## config.mk

```make
export PLATFORM = sky130hd
export DESIGN_NAME = ps2_rx_fifo_flat
export DESIGN_NICKNAME = d
export VERILOG_FILES = /design/src/rtl/ps2_rx_fifo_if.sv /design/src/rtl/ps2_rx_fifo.sv /design/src/flat_wrapper.sv
export SDC_FILE = /design/constraint.sdc
export NUM_CORES = 1
export LEC_CHECK = 0
export BUFFER_PORTS_ARGS = -buffer_cell sky130_fd_sc_hd__buf_2
export CAP_MARGIN = 25
export CORE_ASPECT_RATIO = 1.1
export CORE_MARGIN = 2
export CORE_UTILIZATION = 45
export CTS_BUF_LIST = sky130_fd_sc_hd__clkbuf_16
export DETAILED_ROUTE_END_ITERATION = 6
export SYNTH_ARGS = -nofsm -noshare
export SYNTH_HDL_FRONTEND = slang
export SYNTH_SLANG_ARGS = --single-unit
```

## constraint.sdc

```tcl
create_clock -name clk -period 2.9 [get_ports clk]
set_clock_uncertainty 0.1 [all_clocks]
set_input_delay 0 -clock clk [delete_from_list [all_inputs] [get_ports clk]]
set_output_delay 0 -clock clk [all_outputs]
set_load 0.01 [all_outputs]
```

## src/rtl/ps2_rx_fifo_if.sv

```systemverilog
// Read-side bus of the PS/2 receiver FIFO: pop/clear requests and head/status.
interface ps2_rx_fifo_if #(
  parameter int unsigned FIFO_DEPTH = 8
) ();
  localparam int unsigned LW = $clog2(FIFO_DEPTH) + 1;

  logic          read_enable;
  logic          ovf_clr;
  logic [7:0]    data;
  logic          ready;
  logic [LW-1:0] level;
  logic          overflow;
  logic          frame_err;
  logic          parity_err;

  // Receiver side drives the status, consumer side drives the requests.
  modport master (
    input  read_enable, ovf_clr,
    output data, ready, level, overflow, frame_err, parity_err
  );

  modport slave (
    output read_enable, ovf_clr,
    input  data, ready, level, overflow, frame_err, parity_err
  );
endinterface

```

## src/rtl/ps2_rx_fifo.sv

```systemverilog
// PS/2 device-to-host receiver feeding a first-word fall-through byte FIFO.
// Optional macro PS2_PARITY_EN: reject frames that fail the odd-parity check.
module ps2_rx_fifo #(
  parameter int unsigned FIFO_DEPTH     = 8,
  parameter int unsigned TIMEOUT_CYCLES = 10000
) (
  input  logic clk,
  input  logic rst,
  input  logic ps2_clk,
  input  logic ps2_data,
  ps2_rx_fifo_if.master bus
);
  localparam int unsigned AW = $clog2(FIFO_DEPTH);
  localparam int unsigned PW = AW + 1;
  localparam int unsigned TW = $clog2(TIMEOUT_CYCLES + 1);

  typedef enum logic [1:0] {IDLE, DATA, PARITY, STOP} state_t;

  logic [1:0]    clk_sync, data_sync;
  logic          clk_prev;
  logic          fall_c, sdata_c;

  state_t        state_q, state_d;
  logic [2:0]    bit_idx_q, bit_idx_d;
  logic [7:0]    shift_q, shift_d;
  logic [TW-1:0] tmo_q, tmo_d;
  logic          push_c, ferr_c;
`ifdef PS2_PARITY_EN
  logic          parity_q, parity_d;
  logic          perr_c;
  logic          parity_err_q;
`endif

  logic [7:0]    mem [FIFO_DEPTH];
  logic [PW-1:0] wr_ptr, rd_ptr;
  logic [PW-1:0] level_q, level_d;
  logic          ready_q, overflow_q, frame_err_q;
  logic          full_c, pop_c, wr_c, drop_c;

  // Two-flop synchronizers plus the previous synchronized clock for edge detect.
  always_ff @(posedge clk or posedge rst) begin
    if (rst) begin
      clk_sync  <= 2'b11;
      data_sync <= 2'b11;
      clk_prev  <= 1'b1;
    end else begin
      clk_sync  <= {clk_sync[0], ps2_clk};
      data_sync <= {data_sync[0], ps2_data};
      clk_prev  <= clk_sync[1];
    end
  end

  assign fall_c  = clk_prev & ~clk_sync[1];
  assign sdata_c = data_sync[1];

  // Receive FSM state register.
  always_ff @(posedge clk or posedge rst) begin
    if (rst) begin
      state_q   <= IDLE;
      bit_idx_q <= 3'd0;
      shift_q   <= 8'h00;
      tmo_q     <= '0;
`ifdef PS2_PARITY_EN
      parity_q  <= 1'b0;
`endif
    end else begin
      state_q   <= state_d;
      bit_idx_q <= bit_idx_d;
      shift_q   <= shift_d;
      tmo_q     <= tmo_d;
`ifdef PS2_PARITY_EN
      parity_q  <= parity_d;
`endif
    end
  end

  // Frame decoding on ps2_clk falling edges; inactivity timeout while a frame is open.
  always_comb begin
    state_d   = state_q;
    bit_idx_d = bit_idx_q;
    shift_d   = shift_q;
    tmo_d     = '0;
    push_c    = 1'b0;
    ferr_c    = 1'b0;
`ifdef PS2_PARITY_EN
    parity_d  = parity_q;
    perr_c    = 1'b0;
`endif
    if (fall_c) begin
      unique case (state_q)
        IDLE: begin
          if (!sdata_c) begin
            state_d   = DATA;
            bit_idx_d = 3'd0;
          end
        end
        DATA: begin
          shift_d = {sdata_c, shift_q[7:1]};
          if (bit_idx_q == 3'd7) begin
            state_d   = PARITY;
            bit_idx_d = 3'd0;
          end else begin
            bit_idx_d = bit_idx_q + 3'd1;
          end
        end
        PARITY: begin
`ifdef PS2_PARITY_EN
          parity_d = sdata_c;
`endif
          state_d = STOP;
        end
        STOP: begin
          state_d = IDLE;
          if (!sdata_c) begin
            ferr_c = 1'b1;
          end else begin
`ifdef PS2_PARITY_EN
            if (^{shift_q, parity_q}) push_c = 1'b1;
            else                      perr_c = 1'b1;
`else
            push_c = 1'b1;
`endif
          end
        end
        default: state_d = IDLE;
      endcase
    end else if (state_q != IDLE) begin
      if (tmo_q == TW'(TIMEOUT_CYCLES - 1)) begin
        state_d   = IDLE;
        bit_idx_d = 3'd0;
        ferr_c    = 1'b1;
      end else begin
        tmo_d = tmo_q + TW'(1);
      end
    end
  end

  assign full_c = (wr_ptr[AW-1:0] == rd_ptr[AW-1:0]) && (wr_ptr[AW] != rd_ptr[AW]);
  assign pop_c  = bus.read_enable & ready_q;
  assign wr_c   = push_c & (~full_c | pop_c);
  assign drop_c = push_c & full_c & ~pop_c;

  // Next entry count after this cycle's push/pop.
  always_comb begin
    level_d = level_q;
    if (wr_c && !pop_c)      level_d = level_q + PW'(1);
    else if (!wr_c && pop_c) level_d = level_q - PW'(1);
  end

  // FIFO storage write port.
  always_ff @(posedge clk) begin
    if (wr_c) mem[wr_ptr[AW-1:0]] <= shift_q;
  end

  // Pointers, count and status flags.
  always_ff @(posedge clk or posedge rst) begin
    if (rst) begin
      wr_ptr      <= '0;
      rd_ptr      <= '0;
      level_q     <= '0;
      ready_q     <= 1'b0;
      overflow_q  <= 1'b0;
      frame_err_q <= 1'b0;
    end else begin
      if (wr_c)  wr_ptr <= wr_ptr + PW'(1);
      if (pop_c) rd_ptr <= rd_ptr + PW'(1);
      level_q     <= level_d;
      ready_q     <= (level_d != '0);
      frame_err_q <= ferr_c;
      if (drop_c)           overflow_q <= 1'b1;
      else if (bus.ovf_clr) overflow_q <= 1'b0;
    end
  end

`ifdef PS2_PARITY_EN
  // Parity failure pulse.
  always_ff @(posedge clk or posedge rst) begin
    if (rst) parity_err_q <= 1'b0;
    else     parity_err_q <= perr_c;
  end
  assign bus.parity_err = parity_err_q;
`else
  assign bus.parity_err = 1'b0;
`endif

  assign bus.data      = mem[rd_ptr[AW-1:0]];
  assign bus.ready     = ready_q;
  assign bus.level     = level_q;
  assign bus.overflow  = overflow_q;
  assign bus.frame_err = frame_err_q;
endmodule

```

## src/flat_wrapper.sv

```systemverilog
// flat-port wrapper written by rule: the top's interface ports become plain ports
module ps2_rx_fifo_flat 
#(
  parameter int unsigned FIFO_DEPTH     = 8,
  parameter int unsigned TIMEOUT_CYCLES = 10000
)
  (clk, rst, ps2_clk, ps2_data, bus_read_enable, bus_ovf_clr, bus_data, bus_ready, bus_level, bus_overflow, bus_frame_err, bus_parity_err);
  ps2_rx_fifo_if #(.FIFO_DEPTH(FIFO_DEPTH)) bus_i ();
  input  logic clk;
  input  logic rst;
  input  logic ps2_clk;
  input  logic ps2_data;
  input wire logic [$bits(bus_i.read_enable)-1:0] bus_read_enable;
  input wire logic [$bits(bus_i.ovf_clr)-1:0] bus_ovf_clr;
  output wire logic [$bits(bus_i.data)-1:0] bus_data;
  output wire logic [$bits(bus_i.ready)-1:0] bus_ready;
  output wire logic [$bits(bus_i.level)-1:0] bus_level;
  output wire logic [$bits(bus_i.overflow)-1:0] bus_overflow;
  output wire logic [$bits(bus_i.frame_err)-1:0] bus_frame_err;
  output wire logic [$bits(bus_i.parity_err)-1:0] bus_parity_err;
  assign bus_i.read_enable = bus_read_enable;
  assign bus_i.ovf_clr = bus_ovf_clr;
  assign bus_data = bus_i.data;
  assign bus_ready = bus_i.ready;
  assign bus_level = bus_i.level;
  assign bus_overflow = bus_i.overflow;
  assign bus_frame_err = bus_i.frame_err;
  assign bus_parity_err = bus_i.parity_err;
  ps2_rx_fifo #(.FIFO_DEPTH(FIFO_DEPTH), .TIMEOUT_CYCLES(TIMEOUT_CYCLES)) u_core (.clk(clk), .rst(rst), .ps2_clk(ps2_clk), .ps2_data(ps2_data), .bus(bus_i));
endmodule
```

* Word level (Yosys, flattened, before mapping)
Memory sizes are Yosys's and may differ from the RTL's. Cells that the tools add are included.
Storage, ports and cells: bits in writable memories 64, register bits after elaboration 47, bits of input ports 6, word-level logic and storage cells 82, memories kept 1, ROM bits 0, bits in latches 0
Memory list:
- u_core.mem | words 8, width 8, read ports 1, clocked after memory_dff 0, wr ports 1, line ps2_rx_fifo.sv:34 | logic [7:0] mem [FIFO_DEPTH];
Operators by class: bitwise gates (word level) 9, reductions and logical operators 14, divide/modulo/power cells 0, order comparisons 0, shifts and indexed selects 0, $add $sub $neg 6, muxes and demuxes 29, equal/unequal tests 10, $mul 0
Operators with widths (count):
- 2-to-1 mux 14 bit | 3
- 2-to-1 mux 3 bit | 5
- adder 14 x 1 -> 14 bit (second input constant) | 1
- == test 14 bit (second input constant) | 1
- adder 4 x 1 -> 4 bit (second input constant) | 3
- 2-to-1 mux 1 bit | 12
- 2-to-1 mux 2 bit | 5
- inequality test 3 bit (second input constant) | 3
- 2-to-1 mux 4 bit | 2
- one-hot mux 2 bit (4 select lines) | 1
- AND reduction 4 bit | 2
- nonzero test 2 bit | 4
- one-hot mux 3 bit (2 select lines) | 1
- bitwise AND 1 bit | 5
- == test 2 bit (second input constant) | 2
- nonzero test 4 bit | 1
- subtractor 4 x 1 -> 4 bit (second input constant) | 1
- adder 3 x 1 -> 3 bit (second input constant) | 1
- == test 3 bit | 1
- == test 3 bit (second input constant) | 1
- logical AND 1 bit | 3
- NOT 1 bit | 3
- == test 2 x 1 -> 1 bit (second input constant) | 1
- logical NOT 1 bit | 2
- other kinds (4) | 4

* Depth between registers and ports, before layout
Gate-level depths: netlist of the first run.
depth after elaboration 10, depth in mapped cells 6, gate-level depth less buffers 6

* Worst setup path before layout of the first run
Ideal clock, no wire load.
path kind register -> register, start point register u_core.rd_ptr[0], end point memory u_core.mem[0][0] (enable), path slack 0.055 ns, required time 2.402 ns, arrival time 2.347 ns, stages on the path, launching flop included 6, cells stage by stage dfrtp_1 > buf_2 > xnor2_1 > and4_1 > a21oi_1 > nor4b_1
On the way: longest elaborated chain between the ends 7
RTL lines:
- start: declaration | line ps2_rx_fifo.sv:35 | logic [PW-1:0] wr_ptr, rd_ptr;
- start signal: assignment | line ps2_rx_fifo.sv:166 | if (pop_c) rd_ptr <= rd_ptr + PW'(1);
- == test 3 bit | line ps2_rx_fifo.sv:138 | assign full_c = (wr_ptr[AW-1:0] == rd_ptr[AW-1:0]) && (wr_ptr[AW] != rd_ptr[AW]);
- logical AND 1 bit | line ps2_rx_fifo.sv:138
- NOT 1 bit | line ps2_rx_fifo.sv:140 | assign wr_c = push_c & (~full_c | pop_c);
- bitwise OR 1 bit | line ps2_rx_fifo.sv:140
- bitwise AND 1 bit | line ps2_rx_fifo.sv:140
- 2-to-1 mux 1 bit | line ps2_rx_fifo.sv:152 | if (wr_c) mem[wr_ptr[AW-1:0]] <= shift_q;
- 2-to-1 mux 1 bit (implied by the code) | line ps2_rx_fifo.sv:152
- end: declaration | line ps2_rx_fifo.sv:34
No other way between the ends.

* Worst setup path after layout of the first run
start point register u_core.wr_ptr[0], end point memory u_core.mem[2][3] (enable)
On the way: longest elaborated chain between the ends 7
RTL lines:
- start: declaration | line ps2_rx_fifo.sv:35
- start signal: assignment | line ps2_rx_fifo.sv:165 | if (wr_c) wr_ptr <= wr_ptr + PW'(1);
- == test 3 bit | line ps2_rx_fifo.sv:138
- logical AND 1 bit | line ps2_rx_fifo.sv:138
- NOT 1 bit | line ps2_rx_fifo.sv:140
- bitwise OR 1 bit | line ps2_rx_fifo.sv:140
- bitwise AND 1 bit | line ps2_rx_fifo.sv:140
- 2-to-1 mux 1 bit | line ps2_rx_fifo.sv:152
- 2-to-1 mux 1 bit (implied by the code) | line ps2_rx_fifo.sv:152
Several ways; a longest one is shown, not always the timed one.

==> flow_summary.json, run 1 <==
{
  "outcome": "complete, but fails checks",
  "violations": "hold timing",
  "period_minus_slack_ns": 2.328,
  "power.leakage_nw": 2.051,
  "regArea_sq_mm": 0.003104,
  "synth_area_sq_mm": 0.004668,
  "die_y_microns": 110.8,
  "track_usage": 0.1537,
  "syn_area_per_cell_sq_um": 15.41,
  "grt_pass1_vias": 2557,
  "rows": 39,
  "ys_top_cells_by_count": "edfxtp_1 (64), dfrtp_1 (42), nor2_1 (23)",
  "rr_startpoint": "u_core.wr_ptr[0]",
  "post_cts_resize_count": 0,
  "die_width_microns": 101.1,
  "synth_fp_nets": 320,
  "multi_input_area_sq_mm": 0.001486,
  "cts-root-buf": "clkbuf_16",
  "drc": 0,
  "ys.flop_type": "edfxtp_1",
  "worstPathMaxFanout": 10,
  "yosysWarnings": 0,
  "synth-seq-cells": 111,
  "antenna_found_initial": 0,
  "setup_violations": 0,
  "start_kind": "register",
  "postSynth.asyncResetShare": 0.4234,
  "rsz0062_at_grt": "no",
  "hold_ws_ns": -0.01129,
  "gp_congestion": 0.8047,
  "routed_wl_microns": 7907,
  "finalHoldViolCount": 4,
  "drv_slew": 0,
  "synthCells": 303,
  "setup.worst_path.class": "reg2reg",
  "cts_buffer_depth": 2,
  "synth.top_cell.area_share": 0.4117,
  "die_area_sq_mm": 0.01121,
  "cts_tree": "yes",
  "hold_buffers": 5,
  "h-tree-depth": 3,
  "fill_cells": 883,
  "clock_latency_ns": 0.34,
  "powerDensity_mw_per_mm2": 889.9,
  "cp.required_ns": 2.84,
  "yosysMostFrequentCell": "edfxtp_1",
  "max_freq_mhz": 429.5,
  "startpoint": "u_core.wr_ptr[0]",
  "cp-end-kind": "register",
  "post_cts_buffers": 0,
  "yosys.area.top_type": "edfxtp_1",
  "via_count": 2523,
  "io_buffer_count": 20,
  "viasPerCell": 5.391,
  "dr.pass1.iters": 4,
  "post_route_cells_drive_above_1_share": 0.2638,
  "drt_iter0_drc": 122,
  "path_clk_slew_ns": 0.08,
  "synth_cell_type_count": 45,
  "setup-tns-final_ns": 0,
  "ys_top_cells_by_area": "edfxtp_1 (41%), dfrtp_1 (23%), mux4_2 (7.7%)",
  "hold_class": "in2async",
  "arrival_ns": 2.27,
  "layout-area-overhead-vs-synth_pct": 13.94,
  "grt_pass1_wl_microns": 13140,
  "fin_crit_sh": 0.8028,
  "grt_max_degree": 48,
  "ioPinCount": 22,
  "cts_buffers": 9,
  "routedWlPerCell_microns": 16.90,
  "post-dp-hpwl_microns": 4979,
  "antenna_cells": 0,
  "ir_worst_vdd_v": 0.0004218,
  "clock_sinks": 111,
  "cap_viol_max_count": 0,
  "core_area_sq_mm": 0.01025,
  "finish.net_count": 357,
  "grt_overflow": 0,
  "ys_seq_area_frac": 0.6650,
  "antenna_left": 0,
  "synth_edf_count": 64,
  "start_util": 0.4556
}
==> state kept, by name, summed over array words and instances (netlist names) <==
register              cells
u_core.bus.level          4
u_core.state_q            2
u_core.bus.overflow       1
u_core.bus.ready          1
u_core.data_sync          2
u_core.tmo_q             14
u_core.mem               64
u_core.bit_idx_q          3
u_core.clk_sync           2
u_core.clk_prev           1
u_core.shift_q            8
u_core.wr_ptr             4
u_core.rd_ptr             4
u_core.bus.frame_err      1
==> layer usage <==
| layer | up-vias | global-route usage | wire, microns |
|---|---|---|---|
| li1 | 1195 | - | - |
| met1 | 1281 | 0.2192 | 3791 |
| met2 | 39 | 0.2336 | 3794 |
| met3 | 8 | 0.02270 | 199 |
| met4 | 0 | 0.07027 | 122 |
| met5 | - | 0 | 0 |
==> stage by stage <==
step	instances	power, mW	setup WS, ns	instance area (sq um)	utilization
floorplan	303	3.211	0.05540	4668	-
global placement	446	3.583	0.6549	4961	0.4841
detailed placement	446	3.609	0.6236	4961	0.4841
CTS	467	4.789	0.5966	5299	0.5171
global route	468	5.026	0.4811	5319	0.5190
finish	468	4.733	0.5717	5319	0.5190
==> critical path, stage by stage, from the launching register on <==
cell and delay (ns):
dfrtp_1 0.51, xnor2_1 0.19, and4_1 0.25, a21oi_1 0.26
buf_4 0.19, nand2_1 0.09, nor3_1 0.18, buf_4 0.25
==> final timing paths <==
check                                      end  slack, ns  depth (start not counted)
max                           u_core.mem[2][3]       0.57                          7
min                          u_core.shift_q[0]      -0.01                          3
max reg2reg                   u_core.mem[2][3]       0.57                          7
min reg2reg                 u_core.clk_sync[1]       0.26                          0
max in group asynchronous  u_core.data_sync[1]       2.17                          4
min in group clk            u_core.clk_sync[0]       0.20                          2
==> placed cells by master, fill, tap and decap left out, types with 2 or more instances in the layout <==
master / instances
o21ai_0: 3
buf_4: 11
nand4b_1: 2
ha_1: 11
a32o_1: 2
xor2_1: 9
nand3_1: 9
mux2_2: 17
xnor2_1: 16
nand4_1: 5
nor3_1: 3
inv_1: 8
inv_6: 4
dlygate4sd3_1: 5
dfrtp_1: 42
buf_2: 20
nand2_1: 21
and3_1: 3
and2_1: 2
nor3b_1: 3
o31ai_1: 2
nand2b_1: 4
clkbuf_16: 9
mux4_2: 16
a21oi_1: 3
nor2_1: 23
edfxtp_1: 64
dfstp_2: 5
==> kinds of logic after synthesis <==
logic type	Yosys count	synth area share
compound gates	16	0.02466
mux	33	0.1182
buf+inv	20	0.01796
simple gates	86	0.09703
xor+xnor	25	0.04690
other cells	1	0.0008033
flops	111	0.6650
fa+ha+maj	11	0.02948
==> cell type report <==
type / instances / area share
tap: 123 / 0.02893
multi-input combinational: 172 / 0.2795
clock inverter: 7 / 0.01176
sequential: 111 / 0.5836
inverter: 9 / 0.006351
timing repair buffer: 37 / 0.04752
clock buffer: 9 / 0.04234
==> power by group <==
part	switching (mW)	internal, mW
Clock	0.576	0.600
Combinational	0.634	0.666
Sequential	0.281	1.98
Power figures use the tool's default switching activity.
==> run 2, diff against run 1 <==
Clock period 2.9 ns to 2.1 ns, I/O delays scaled along.
==> flow_summary.json, run 2 (synthesized netlist as in run 1, its figures left out) <==
{
  "reg2regPathDepth": 5,
  "drv_slew": 0,
  "setup.worst_path.class": "reg2reg",
  "cts_buffer_depth": 2,
  "routed_wl_microns": 8413,
  "post_route_cells_drive_above_1_share": 0.3370,
  "max_freq_mhz": 477.5,
  "cts-root-buf": "clkbuf_16",
  "layout_common_cells": "edfxtp_1 (64), dfrtp_1 (41), buf_4 (26)",
  "finalHoldViolCount": 0,
  "post-dp-hpwl_microns": 5313,
  "rows": 39,
  "period_minus_slack_ns": 2.094,
  "start_kind": "register",
  "rr_startpoint": "u_core.tmo_q[12]",
  "fin_crit_sh": 0.9972,
  "clock_latency_ns": 0.34,
  "grt_max_degree": 48,
  "start_util": 0.4556,
  "h-tree-depth": 3,
  "routedWlPerCell_microns": 17.13,
  "cap_viol_max_count": 0,
  "setup-tns-final_ns": 0,
  "r2r_setup_slack_ns": 0.006,
  "post-place-ws_ns": -0.005015,
  "cts_tree": "yes",
  "layout-area-overhead-vs-synth_pct": 21.55,
  "r2r_end": "u_core.bit_idx_q[2]",
  "antenna_cells": 0,
  "arrival_ns": 2.23,
  "cts_buffers": 9,
  "clock_sinks": 111,
  "track_usage": 0.1612,
  "antenna_left": 0,
  "drt_iter0_drc": 96,
  "power.leakage_nw": 2.213,
  "setup_violations": 0,
  "final_common_cell": "edfxtp_1",
  "cp.required_ns": 2.23,
  "io_buffer_count": 20,
  "antenna_found_initial": 0,
  "gp_congestion": 0.7499,
  "powerDensity_mw_per_mm2": 1226,
  "path_clk_slew_ns": 0.07,
  "grt_overflow": 0,
  "viasPerCell": 5.236,
  "fill_cells": 838,
  "fin_ws_ns": 0.005938,
  "die_area_sq_mm": 0.01121,
  "outcome": "complete, no violations",
  "hold_class": "in2async",
  "worstPathMaxFanout": 3,
  "grt_pass1_vias": 2580,
  "grt_pass1_wl_microns": 13610,
  "ir_worst_vdd_v": 0.0006720,
  "drc": 0,
  "core_area_sq_mm": 0.01025,
  "dr.pass1.iters": 4,
  "die_y_microns": 110.8,
  "largest_register_ffs": 64,
  "finish.net_count": 380,
  "die_width_microns": 101.1,
  "via_count": 2571,
  "cp-end-kind": "register",
  "rsz0062_at_grt": "yes",
  "ioPinCount": 22
}
[run 2: how the worst max path moves through the flow]
stage	slack, ns	from	end	cells past startpoint
6_report	0.006	u_core.tmo_q[12]	u_core.bit_idx_q[2]	5
5_1_grt	-0.05	u_core.tmo_q[12]	u_core.bit_idx_q[0]	5
4_1_cts	0.001	u_core.tmo_q[12]	u_core.bit_idx_q[2]	5
3_5_place_dp	-0.005	u_core.tmo_q[12]	u_core.bit_idx_q[2]	5
3_3_place_gp	0.01	u_core.tmo_q[12]	u_core.bit_idx_q[0]	5
2_1_floorplan	-0.002	u_core.wr_ptr[0]	u_core.mem[6][0]	6
[run 2: timing repair]
item,in CTS,in global routing
gates resized for setup,3,8
hold endpoints to repair,52,0
setup endpoints to repair,11,64
cloned,0,1
buffers inserted,1,3
pin swaps,0,2
hold buffers,5,0
[run 2: cell type report]
class	count	area, sq um	area share
Clock inverter	7	87.58	0.01544
Multi-Input combinational cell	172	1564	0.2756
Inverter	9	33.78	0.005954
Sequential cell	111	3105	0.5473
Timing Repair Buffer	60	504.2	0.08886
Tap cell	123	153.9	0.02712
Clock buffer	9	225.2	0.03969
[run 2: through the flow]
step	cells	total power, mW	cell area [sq um]	util	hold slack, ns
final	491	6.957	5674	0.5537	0.1302
after global placement	465	5.081	5216	0.5090	-0.03781
after detailed placement	465	5.119	5216	0.5090	-0.03286
after global routing	491	7.387	5674	0.5537	0.1637
after CTS	487	6.943	5599	0.5464	0.1529
after floorplan	303	4.513	4746	-	-0.09552
[run 2: where the power goes]
group          leakage, nW  switching [mW]  internal [mW]
sequential            1.18           0.350           2.73
combinational        0.886            1.01           1.10
clock                0.148           0.730           1.03
[run 2: metal layers]
metal  vias up  GRT usage  part of all wire  wire, microns
li1       1244          -                 -              -
met1      1297     0.2103              0.46           3901
met2        22     0.2645              0.50           4226
met3         8    0.03594             0.022            181
met4         0    0.05676             0.012            104
met5         -          0                 0              0
[run 2: critical path, cell delays in order (launching register included)]
cell and delay, ns:
dfrtp_1 0.37, or4bb_1 0.49, or4_4 0.53, nand2b_4 0.15, and2_4 0.14, a32o_1 0.19
